--- src/rtl/nb_updown_counter_if.sv ---
// nb_updown_counter_if: groups the control, load and status signals of
// nb_updown_counter. The master side (system/testbench) drives ei/up/ld/d;
// the slave side (the counter) returns q/eu/zero.
interface nb_updown_counter_if #(
  parameter int N = 4,
  parameter int W = 4
);
  logic           ei;
  logic           up;
  logic           ld;
  logic [N*W-1:0] d;
  logic [N*W-1:0] q;
  logic           eu;
  logic           zero;

  modport master (output ei, up, ld, d, input q, eu, zero);
  modport slave  (input ei, up, ld, d, output q, eu, zero);
endinterface

--- src/rtl/nb_updown_counter.sv ---
// nb_updown_counter: N-digit, base-B up/down counter with synchronous
// parallel load (loaded digits clamped to B-1), combinational carry/borrow
// out (eu) for cascading, and a zero decode of the count.
// Optional build macro UDC_SATURATE_EN: when defined, a step from the
// all-terminal state holds the count instead of wrapping (eu still flags it).
module nb_updown_counter #(
  parameter int N = 4,
  parameter int B = 10,
  parameter int W = 4
) (
  input  logic                clock,
  input  logic                reset_,
  nb_updown_counter_if.slave  bus
);

  localparam logic [W-1:0] DIGIT_MAX = W'(B - 1);
  localparam logic [W:0]   BASE      = (W + 1)'(B);

  logic [N*W-1:0] r_q;
  logic [N*W-1:0] w_q_next;
  logic [N-1:0]   w_term;
  // w_low_term[i]: every digit below i is terminal (digit 0 has none below)
  logic [N:0]     w_low_term;
  logic           w_all_term;
  logic           w_step;

  assign w_low_term[0] = 1'b1;
  assign w_all_term    = w_low_term[N];

`ifdef UDC_SATURATE_EN
  // Saturating build: stepping out of the all-terminal state is suppressed.
  assign w_step = bus.ei & ~w_all_term;
`else
  assign w_step = bus.ei;
`endif

  genvar gi;
  generate
    for (gi = 0; gi < N; gi++) begin : g_digit
      logic [W-1:0] w_digit;
      logic [W-1:0] w_load;
      logic [W-1:0] w_stepped;

      assign w_digit = r_q[gi*W +: W];

      // Out-of-range load digits are clamped so q never holds a digit >= B.
      assign w_load = ({1'b0, bus.d[gi*W +: W]} >= BASE) ? DIGIT_MAX
                                                         : bus.d[gi*W +: W];

      assign w_term[gi]       = bus.up ? (w_digit == DIGIT_MAX) : (w_digit == '0);
      assign w_low_term[gi+1] = w_low_term[gi] & w_term[gi];

      // Single-digit step with wrap: up B-1 -> 0, down 0 -> B-1.
      assign w_stepped = bus.up ? (w_term[gi] ? '0 : w_digit + W'(1))
                                : (w_term[gi] ? DIGIT_MAX : w_digit - W'(1));

      // Load beats counting; a digit steps only when all lower digits roll.
      assign w_q_next[gi*W +: W] = bus.ld                      ? w_load    :
                                   (w_step & w_low_term[gi])   ? w_stepped :
                                                                 w_digit;
    end
  endgenerate

  // Count register: asynchronous clear, otherwise load/step/hold.
  always_ff @(posedge clock or negedge reset_) begin
    if (!reset_) begin
      r_q <= '0;
    end else begin
      r_q <= w_q_next;
    end
  end

  assign bus.q    = r_q;
  assign bus.eu   = bus.ei & ~bus.ld & w_all_term;
  assign bus.zero = (r_q == '0);

endmodule

--- src/flat_wrapper.sv ---
// flat-port wrapper written by rule: the top's interface ports become plain ports
module nb_updown_counter_flat 
#(
  parameter int N = 4,
  parameter int B = 10,
  parameter int W = 4
)
  (clock, reset_, bus_ei, bus_up, bus_ld, bus_d, bus_q, bus_eu, bus_zero);
  nb_updown_counter_if #(.N(N), .W(W)) bus_i ();
  input  logic clock;
  input  logic reset_;
  input wire logic [$bits(bus_i.ei)-1:0] bus_ei;
  input wire logic [$bits(bus_i.up)-1:0] bus_up;
  input wire logic [$bits(bus_i.ld)-1:0] bus_ld;
  input wire logic [$bits(bus_i.d)-1:0] bus_d;
  output wire logic [$bits(bus_i.q)-1:0] bus_q;
  output wire logic [$bits(bus_i.eu)-1:0] bus_eu;
  output wire logic [$bits(bus_i.zero)-1:0] bus_zero;
  assign bus_i.ei = bus_ei;
  assign bus_i.up = bus_up;
  assign bus_i.ld = bus_ld;
  assign bus_i.d = bus_d;
  assign bus_q = bus_i.q;
  assign bus_eu = bus_i.eu;
  assign bus_zero = bus_i.zero;
  nb_updown_counter #(.N(N), .B(B), .W(W)) u_core (.clock(clock), .reset_(reset_), .bus(bus_i));
endmodule
--- config.mk ---
export PLATFORM = sky130hd
export DESIGN_NAME = nb_updown_counter_flat
export DESIGN_NICKNAME = d
export VERILOG_FILES = /design/src/rtl/nb_updown_counter_if.sv /design/src/rtl/nb_updown_counter.sv /design/src/flat_wrapper.sv
export SDC_FILE = /design/constraint.sdc
export NUM_CORES = 1
export LEC_CHECK = 0
export BUFFER_PORTS_ARGS = -buffer_cell sky130_fd_sc_hd__buf_2
export CORE_MARGIN = 4
export CORE_UTILIZATION = 35
export DETAILED_ROUTE_END_ITERATION = 8
export MAX_ROUTING_LAYER = met4
export PLACE_DENSITY = 0.64
export SYNTH_ARGS = -nofsm -noshare
export SYNTH_HDL_FRONTEND = slang
export SYNTH_SLANG_ARGS = --single-unit
--- constraint.sdc ---
create_clock -name clock -period 2.4 [get_ports clock]
set_clock_uncertainty 0.15 [all_clocks]
set_input_delay 0.24 -clock clock [delete_from_list [all_inputs] [get_ports clock]]
set_output_delay 0.24 -clock clock [all_outputs]
set_load 0.01 [all_outputs]
Word level (Yosys, flattened, before mapping)
Cells that the tools add are included.

storage, ports and cells
  register bits = 16
  bits in latches = 0
  bits in writable memories = 0
  ROM bits = 0
  input port bits = 21
  output and inout port bits = 18
  logic and storage cells = 66
  memories = 0

cells by class
  add/subtract/negate cells = 8
  $mul = 0
  divide/modulo/power cells = 0
  magnitude comparators = 4
  equal/unequal tests = 4
  shift-type cells = 0
  mux-type cells = 28
  bitwise operators = 9
  reduce and logical (&&, ||, !) cells = 9

operator list
  cell                                                                count
  4-bit 2-to-1 mux                                                    24
  4-bit by 1-bit adder with 4-bit output, second input constant       4
  4-bit == test, second input constant                                4
  4-bit greater-or-equal comparator, second input constant            4
  16-bit zero test                                                    1
  4-bit zero test                                                     4
  4-bit by 1-bit subtractor with 4-bit output, second input constant  4
  1-bit bitwise AND                                                   8
  2-bit nonzero test                                                  4
  1-bit 2-to-1 mux                                                    4
  1-bit inverter                                                      1

Depth between registers and ports, before layout
  word-level depth = 7
  mapped depth = 7
  depth with buffers taken out = 7

Worst setup path before layout
OpenSTA, ideal clock, no wires.

  path kind = register -> register
  start = register u_core.r_q[0] (netlist: u_core.bus.q[0])
  end = register u_core.r_q[6] (netlist: u_core.bus.q[6])
  library setup time = 0.080 ns
  arrival time = 2.075 ns
  data required time = 2.170 ns
  setup slack = 0.094 ns
  stages on the path, launching flop included = 8
  buffers on the path = 0
  period minus slack after synthesis = 2.306 ns
  path through = dfrtp_1 inv_1 ha_1 or4b_4 a21oi_4 nand2_1 or4_1 o211ai_2

on the way
  word-level cells in the longest chain between the ends = 4
  elaborated cells on any way between the ends = 5
  those cells by class = 1 x eq/ne; 1 x mux; 1 x bitwise; 2 x reduce/logical

ends and longest elaborated chain
  item                                                     line                     text
  start: declaration                                       nb_updown_counter.sv:19  logic [N*W-1:0] r_q;
  start signal: assignment                                 nb_updown_counter.sv:69  r_q <= w_q_next;
  4-bit == test / 4-bit zero test (equally long branches)  nb_updown_counter.sv:50  assign w_term[gi] = bus.up ? (w_digit == DIGIT_MAX) : (w_digit == '0);
  1-bit 2-to-1 mux (*)                                     nb_updown_counter.sv:50
  1-bit bitwise AND (*)                                    nb_updown_counter.sv:59  (w_step & w_low_term[gi]) ? w_stepped :
  2-bit nonzero test (no source line) (*)                  n/a

Mark *: on every way between the ends. The rest lies on a longest branch, timed or not.
A chain may end at the register's enable or synchronous reset.

Worst setup path after layout
  start = register u_core.r_q[0] (netlist: u_core.bus.q[0])
  end = output port bus_eu

on the way
  word-level cells in the longest chain between the ends = 6
  elaborated cells on any way between the ends = 7
  those cells by class = 1 x eq/ne; 1 x mux; 4 x bitwise; 1 x reduce/logical

ends and longest elaborated chain
  item                                                     line                     text
  4-bit == test / 4-bit zero test (equally long branches)  nb_updown_counter.sv:50
  1-bit 2-to-1 mux (*)                                     nb_updown_counter.sv:50
  1-bit bitwise AND (*) (3 in series)                      nb_updown_counter.sv:51  assign w_low_term[gi+1] = w_low_term[gi] & w_term[gi];
  1-bit bitwise AND (*)                                    nb_updown_counter.sv:74  assign bus.eu = bus.ei & ~bus.ld & w_all_term;
  end: declaration                                         flat_wrapper.sv:17       output wire logic [$bits(bus_i.eu)-1:0] bus_eu;

Marks and branches as above.

==> metrics.md <==
| Metric | Value |
|---|---|
| Outcome | `complete, no violations` |
| Relative slew slack | `0.603` |
| Final setup margin | `between 0.07 and 0.08 ns` |
| Starting Density | `0.364` |
| Post-synthesis net count | `224` |
| Synth top area share | `0.253` |
| Met1 WL | `1.99 mm` |
| Ranking of synthesized cells by area | `dfrtp_1 25%, ha_1 9.5%, a21oi_1 4.7%, inv_1 4.3%, xnor2_1 3.9%` |
| Gr usage total | `0.164` |
| CTS root buffer | `clkbuf_8` |
| Syn_area_per_cell | `between 8 and 9 um^2` |
| Post-route ant nets | `0` |
| Mapped cell area | `between 1500 and 2000 um^2` |
| Area leader, netlist | `dfrtp_1` |
| Final Non-Filler Cells | `about 300` |
| Fin. Hold Viols | `0` |
| Highest clock rate | `0.430 GHz` |
| Skew-Pair Late Insertion Delay | `roughly 0.26 ns` |
| GPL Wtd Cong | `about 0.9` |
| Synthesized instance count | `roughly 190` |
| Worst hold-check path type | `in2reg` |
| Register-to-Register Path Depth | `7` |
| Max Cap Viol | `0` |
| Seq/Total Area, Yosys | `0.253` |
| First-pass GRT wire length | `between 7 and 8 mm` |
| # H-tree levels | `1` |
| Crit share post-route | `0.970` |
| Ys Warns | `0` |
| Final Max Tran Viols | `0` |
| Dpl cells | `between 200 and 300` |
| Vias | `between 1500 and 2000` |
| Layout net count | `around 280` |
| # diodes | `0` |
| Leakage | `~0.96 nW` |
| Drt first pass iters | `4` |
| RSZ-0062 raised after global routing | `yes` |
| Port Buf Inserts | `38` |
| Top Layer Used | `met4` |
| Final Power | `between 1 and 1.5 mW` |
| Drc violations | `0` |
| Clk buf depth | `2` |
| Vias in the first global route | `~1500` |
| Critical path endpoint category | `output port` |
| Initial DRC Count | `85` |
| Required @ worst endpoint | `2.01 ns` |
| TritonCTS Sinks | `16` |
| Largest net degree at the start of global routing | `36` |
| Worst Tran Pin Value | `between 0.5 and 0.6 ns` |
| Die outline height | `about 75 um` |
| Pre-CTS setup slack | `between 0.1 and 0.15 ns` |
| Peak VDD IR | `between 0.2 and 0.3 mV` |
| Total gr overflow | `0` |
| WL met2 | `about 2.1 mm` |
| Met3 Wirelength | `around 150 um` |
| Via density | `5.57` |
| Core Footprint | `approximately 4400 um^2` |
| Critical path type | `reg2out` |
| Routed len/inst | `around 14 um` |
| Die W | `approximately 75 um` |
| Final Routed Wirelength | `4.25 mm` |
| Worst Hold Depth | `3` |
| Clock slew at reported path FFs | `~0.070 ns` |
| Area grow syn2layout | `31.0%` |
| CP Launch Type | `flop` |
| Tmin final | `~2.3 ns` |
| Layout cell share with drive strength beyond 1 | `0.365` |
| Seq cells post-synth | `16` |
| CP Max Fanout | `4` |
| Number of cell rows | `24` |
| PD cells | `just under 600 nW/um^2` |
| Setup Viol. Count Final | `0` |
| Critical path arrival | `about 1.9 ns` |
| TritonCTS clock tree | `yes` |
| Initial antenna violation count | `0` |
| I/O pins | `39` |
| Cts bufs inserted | `3` |
| DP HPWL | `between 3 and 4 mm` |
| Max reg flops | `16` |
| DIE AREA | `about 5700 um^2` |
| Core Util, Final | `0.476` |
| Distinct cells, synth | `45` |
[layer usage]
layer / vias up / global-route usage
met5: - / -
met4: 0 / 0.0621
met2: 31 / 0.263
li1: 808 / -
met3: 5 / 0.0227
met1: 804 / 0.209
[metrics by stage]
stage          hold WS, ns  setup TNS (ns)  instance area [um^2]
2_1_floorplan       -0.206               0                  1580
3_3_place_gp        0.0388               0                  1870
3_5_place_dp        0.0419               0                  1870
4_1_cts             0.0741               0                  1960
5_1_grt             0.0913         -0.0758                  2070
6_report            0.0760               0                  2070
[layout by cell type, fill, tap and decap left out, types with 5 or more instances in the layout]
master,count
nor3_1,7
dfrtp_1,15
ha_1,8
a21oi_1,15
a311oi_1,5
nand2_1,13
buf_2,38
buf_4,21
xnor2_1,7
inv_1,14
nand2b_1,5
nor2_1,9
o21ai_0,11
[cell usage after synthesis, drive strengths merged]
library cell	number
a2111oi	2
a211o	1
a211oi	2
a21o	2
a21oi	16
a221oi	3
a311oi	5
a31oi	4
and3b	2
buf	3
clkbuf	8
dfrtp	16
ha	12
inv	18
mux2	3
mux2i	3
nand2	13
nand2b	6
nand3	2
nand3b	2
nand4b	4
nor2	9
nor2b	2
nor3	8
nor3b	2
nor4	2
o211ai	1
o21a	1
o21ai	11
o21bai	3
o22ai	2
o311a	1
o31a	1
o31ai	5
o41ai	1
or4	2
or4b	3
xnor2	7
xor2	3
[kinds of logic after synthesis]
| logic type | after synthesis | synth area share |
|---|---|---|
| adders and majority gates | 12 | 0.0949 |
| and+or+nand+nor | 57 | 0.206 |
| xor gates and xnor gates | 10 | 0.0553 |
| AOI/OAI and AO/OA | 61 | 0.276 |
| buffers and inverters | 29 | 0.0743 |
| DFF | 16 | 0.253 |
| muxes | 6 | 0.0403 |
[final timing paths]
kind,from,end,slack (ns)
max,u_core.bus.q[0],bus_eu,0.07
min,bus_d[5],u_core.bus.q[5],0.08
max reg2reg,u_core.bus.q[0],u_core.bus.q[11],0.14
min reg2reg,u_core.bus.q[9],u_core.bus.q[9],0.44
max in group asynchronous,reset_,u_core.bus.q[5],1.51
min in group asynchronous,reset_,u_core.bus.q[8],0.28
[where the power goes]
| part | internal [mW] | total [mW] | leakage, nW | switching (mW) |
|---|---|---|---|---|
| combinational | 0.294 | 0.598 | 0.742 | 0.304 |
| sequential | 0.316 | 0.388 | 0.190 | 0.0720 |
| clock | 0.146 | 0.250 | 0.0288 | 0.104 |
[worst max-delay path: stages, from the launching register on]
cell and delay [ns]:
dfrtp_1 0.39, inv_2 0.08, ha_4 0.14, or4b_4 0.48, a21oi_4 0.18, nand3_2 0.09
nor3_2 0.16, buf_2 0.15
[final cells by class]
| class | instances | area, um^2 |
|---|---|---|
| inverter | 18 | 67.6 |
| sequential | 16 | 402 |
| tap | 52 | 65.1 |
| multi-input combinational | 146 | 1130 |
| clock buffer | 4 | 55.1 |
| timing repair buffer | 60 | 358 |
| fill | 439 | 2280 |
[timing repair]
item | 4_1_cts | 5_1_grt
endpoints found under the hold margin | 16 | 0
pin swaps | 2 | 4
gates resized for setup | 3 | 14
setup endpoints to repair | 2 | 7
hold buffers | 1 | 0
buffers inserted | 2 | 8
No activity file was read; power rests on OpenSTA's default activity.
